$ cat src/rtl/gerador_de_sequencia.sv
// Serial word transmitter: shifts a captured word out MSB-first, repeated a
// programmable number of times, with a valid strobe and a busy/done handshake.
module gerador_de_sequencia #(
    parameter int LARGURA = 8,
    parameter int CONT_W  = 4
) (
    input  logic               clk,
    input  logic               reset,
    input  logic               start,
    input  logic [LARGURA-1:0] dado,
    input  logic [CONT_W-1:0]  repeticoes,
    output logic               out_bit,
    output logic               bit_valido,
    output logic               ocupado,
    output logic               fim
);

    localparam int BIT_W = $clog2(LARGURA);
    localparam logic [BIT_W-1:0] ULTIMO = BIT_W'(LARGURA - 1);

    typedef enum logic [1:0] {
        OCIOSO    = 2'd0,
        TRANSMITE = 2'd1,
        FIM       = 2'd2
    } estado_t;

    estado_t            estado;
    logic [LARGURA-1:0] desloc;
    logic [LARGURA-1:0] palavra;
    logic [BIT_W-1:0]   cont_bit;
    logic [CONT_W-1:0]  cont_rep;

    // The shift register is zero outside a payload, so its MSB is the serial line.
    assign out_bit = desloc[LARGURA-1];

    always_ff @(posedge clk or posedge reset) begin
        if (reset) begin
            estado     <= OCIOSO;
            desloc     <= '0;
            palavra    <= '0;
            cont_bit   <= '0;
            cont_rep   <= '0;
            bit_valido <= 1'b0;
            ocupado    <= 1'b0;
            fim        <= 1'b0;
        end else begin
            case (estado)
                OCIOSO: begin
                    bit_valido <= 1'b0;
                    ocupado    <= 1'b0;
                    fim        <= 1'b0;
                    if (start) begin
                        palavra  <= dado;
                        cont_rep <= repeticoes;
                        cont_bit <= ULTIMO;
                        ocupado  <= 1'b1;
                        if (repeticoes != '0) begin
                            desloc     <= dado;
                            bit_valido <= 1'b1;
                            estado     <= TRANSMITE;
                        end else begin
                            fim    <= 1'b1;
                            estado <= FIM;
                        end
                    end
                end
                TRANSMITE: begin
                    if (cont_bit != '0) begin
                        desloc   <= {desloc[LARGURA-2:0], 1'b0};
                        cont_bit <= cont_bit - 1'b1;
                    end else if (cont_rep > 1) begin
                        // Reload the next copy on the same edge so the stream has no gap.
                        desloc   <= palavra;
                        cont_rep <= cont_rep - 1'b1;
                        cont_bit <= ULTIMO;
                    end else begin
                        desloc     <= '0;
                        cont_rep   <= '0;
                        bit_valido <= 1'b0;
                        fim        <= 1'b1;
                        estado     <= FIM;
                    end
                end
                FIM: begin
                    fim     <= 1'b0;
                    ocupado <= 1'b0;
                    estado  <= OCIOSO;
                end
                default: begin
                    desloc     <= '0;
                    bit_valido <= 1'b0;
                    ocupado    <= 1'b0;
                    fim        <= 1'b0;
                    estado     <= OCIOSO;
                end
            endcase
        end
    end

endmodule

$ cat config.mk
export PLATFORM = sky130hd
export DESIGN_NAME = gerador_de_sequencia
export DESIGN_NICKNAME = d
export VERILOG_FILES = /design/src/rtl/gerador_de_sequencia.sv
export SDC_FILE = /design/constraint.sdc
export NUM_CORES = 1
export LEC_CHECK = 0
export ABC_AREA = 1
export CAP_MARGIN = 20
export CELL_PAD_IN_SITES_DETAIL_PLACEMENT = 0
export CELL_PAD_IN_SITES_GLOBAL_PLACEMENT = 1
export CORE_MARGIN = 5
export CORE_UTILIZATION = 30
export DETAILED_ROUTE_END_ITERATION = 8
export PLACE_DENSITY_LB_ADDON = 0.2
export SLEW_MARGIN = 0
export SYNTH_ARGS = -nofsm -noshare
export SYNTH_HDL_FRONTEND = slang
export SYNTH_SLANG_ARGS = --single-unit
$ cat constraint.sdc
create_clock -name clk -period 3.13 [get_ports clk]
set_input_delay 0.626 -clock clk [delete_from_list [all_inputs] [get_ports clk]]
set_output_delay 0.626 -clock clk [all_outputs]
set_load 0.03 [all_outputs]
==> results by group <==
Status
  – Status: completed

STA
  – Final Max Tran Viols: 0
  – Max-slew headroom: 0.5300
  – Fraction of the cycle the final worst path needs: 0.6184
  – Achievable Freq: 516.6 MHz
  – Endpoints failing setup: 0
  – Worst Max-Slew Pin Slew: 0.7017 ns
  – Setup tns final: 0 ns
  – Min Tclk post-route: 1.936 ns
  – Worst Skew: 0.007722 ns
  – Hold Vio Cnt, Final: 0
  – RSZ-0062 raised after global routing: no

Critical path
  – Crit-path max cell delay: 0.67 ns
  – WS Path Type: reg -> out
  – FF-to-FF setup slack: 1.41 ns
  – Worst path cell trace: clkdlybuf4s50_1
  – CP max-delay cell: clkdlybuf4s50_1
  – Number of cells on the critical path: 1
  – Crit path max fanout: 2
  – Worst R2R Path Depth: 7
  – Startpoint types: register
  – Worst R2R End: fim$_DFFE_PP0P_
  – CP endpoint kind: output port
  – CP delay by family, top: buffers and inverters
  – Worst Path Arrival: 1.31 ns
  – Worst EP required: 2.50 ns
  – RR Startpoint: estado[0]$_DFFE_PP0P_
  – Crit path buffers/inverters: 1

Clock tree
  – Cts repair resizes: 0
  – Post CTS Setup Buffer Count: 0
  – CTS tree: yes
  – Clock sinks: 28
  – CTS root buf: clkbuf_8
  – CTS Buf Count: 3
  – H-tree depth: 1
  – CTS clk-pin slew, worst paths: 0.10 ns
  – Hold-fix buffer count after cts: 0
  – Clock buffer depth: 2
  – Clk_lat worst skew: 0.28 ns

Hold path
  – Hold Crit Depth: 2
  – Worst Min Path Start: bit_valido$_DFFE_PP0P_
  – Hold endpoint: bit_valido$_DFFE_PP0P_
  – HP Class: reg -> reg

Synth
  – Mapped Nets: 240
  – Leading area contributor after synthesis: dfrtp_1
  – Top cells by count, synth: nand2_1 (91), dfrtp_1 (28), nor2_1 (27)
  – Dominant cells by area after synthesis: dfrtp_1 (45%), nand2_1 (22%), nor2_1 (6.5%)
  – Post-synthesis cell count: 221
  – Synth unique cells: 22
  – Syn Area/Cell: 7.100 µm²
  – Seq/Total Area, Yosys: 0.4466
  – Mapped cell area: 1569 µm²
  – Synth warn: 0
  – Most frequent cell after synthesis: nand2_1
  – FF+latch count, synth: 28
  – Main synth FF type: dfrtp_1
  – Post-synth top area share: 0.4466
  – Post-synth EDFFs: 0
  – Post-synth ARST share: 1.000

Placed design
  – I/O Buffers: 18
  – GP Congestion: 0.7602
  – HPWL after DPL: 2612 µm
  – Cells after DPL: 306
  – Area after DPL: 1814 µm²

Finish
  – Flip-flop and latch area: 700.7 µm²
  – Diodes inserted: 0
  – Post-route cell area: 1869 µm²
  – Multi-input logic area: 740.7 µm²
  – Fillers: 563
  – Fin nets: 260
  – Share of cells above drive strength 1: 0.05417
  – P&R area growth vs syn: 19.14%
  – Final non-filler cell total: 310
  – Fin util: 0.3660

Route
  – Remaining antenna violation count: 0
  – Vias: 1377
  – WL final: 3697 µm
  – Drt pass-1 iters: 6
  – DR WL/cell: 11.93 µm
  – Vias per cell: 4.442
  – DR iter-0 viols: 65
  – DR DRC count: 0

Global routing
  – Antenna violations before repair: 0
  – Largest net degree at the start of global routing: 29
  – Global-route wire length before repair: 6472 µm
  – GRT overflow: 0
  – GRT Util Overall: 0.1246
  – Vias in the first global route: 1393

Floorplan
  – CORE AREA: 5107 µm²
  – Height of the die: 82.32 µm
  – DIE AREA: 6777 µm²
  – DIE WIDTH: 82.32 µm
  – Boundary Pins: 19
  – Initial Utilization: 0.3072
  – Row count: 26

Run
  – Max cap viols: 0

Power
  – Final Power: 0.6227 mW
  – Maximum VDD drop: 0.2843 mV
  – Static Leakage: 0.9957 nW
  – P per Cell Area: 333.1 nW/µm²
## placed cells by master, fill, tap and decap left out
cell and n:
nand2_1 91, dfrtp_1 28, nor2_1 27, inv_1 25
clkdlybuf4s50_1 18, o21ai_0 12, nand4_1 8, nand3_1 5
ha_1 4, clkbuf_8 4, o21ai_1 3, nand2_2 2
nor2_2 2, a21oi_1 2, nand2_4 2, inv_2 1
a31oi_1 1, a21boi_0 1, nand3_2 1, xnor2_1 1
o211ai_1 1, buf_4 1
## report_power, final
group | internal [mW] | switching (mW)
clock network | 0.113 | 0.116
logic | 0.0174 | 0.0147
registers | 0.361 | 0
## layout make-up
| class | count | area share |
|---|---|---|
| multi-input cells | 163 | 0.3963 |
| inverters | 26 | 0.05221 |
| flip-flops and latches | 28 | 0.3748 |
| well taps | 70 | 0.04685 |
| clock buffers | 4 | 0.02945 |
| repair buffers | 19 | 0.1004 |
## layer usage
metal / GRT usage / wire length, µm
met1: 0.1584 / 1789
met2: 0.2171 / 1709
met3: 0.02603 / 164
met4: 0.02492 / 33
met5: 0 / 0
## registers in the layout (all words and copies together) (netlist names)
| register | count |
|---|---|
| fim | 1 |
| palavra | 8 |
| cont_bit | 3 |
| desloc | 8 |
| cont_rep | 4 |
| bit_valido | 1 |
| estado | 2 |
| ocupado | 1 |
## stage by stage
stage | hold slack (ns) | worst slack (ns)
2_1_floorplan | 0.4419 | 1.744
3_3_place_gp | 0.4597 | 0.8970
3_5_place_dp | 0.4630 | 0.9475
4_1_cts | 0.4895 | 1.169
5_1_grt | 0.5047 | 1.069
6_report | 0.4799 | 1.194
## how the worst max path moves through the flow
stage | to | slack [ns] | start
CTS | fim | 1.17 | fim$_DFFE_PP0P_
detailed placement | cont_rep[2]$_DFFE_PP0P_ | 0.95 | start
finish | fim | 1.19 | fim$_DFFE_PP0P_
global placement | cont_rep[3]$_DFFE_PP0P_ | 0.90 | start
global route | cont_rep[3]$_DFFE_PP0P_ | 1.07 | start
floorplan | desloc[1]$_DFFE_PP0P_ | 1.74 | repeticoes[0]
## logic make-up after synthesis
logic type | share of synthesized area
adders and majority gates | 0.03190
AOI/OAI and AO/OA | 0.06779
xor gates and xnor gates | 0.005583
buffers and inverters | 0.08133
and+or+nand+nor | 0.3668
DFF | 0.4466
No activity file was read; power rests on OpenSTA's default activity.
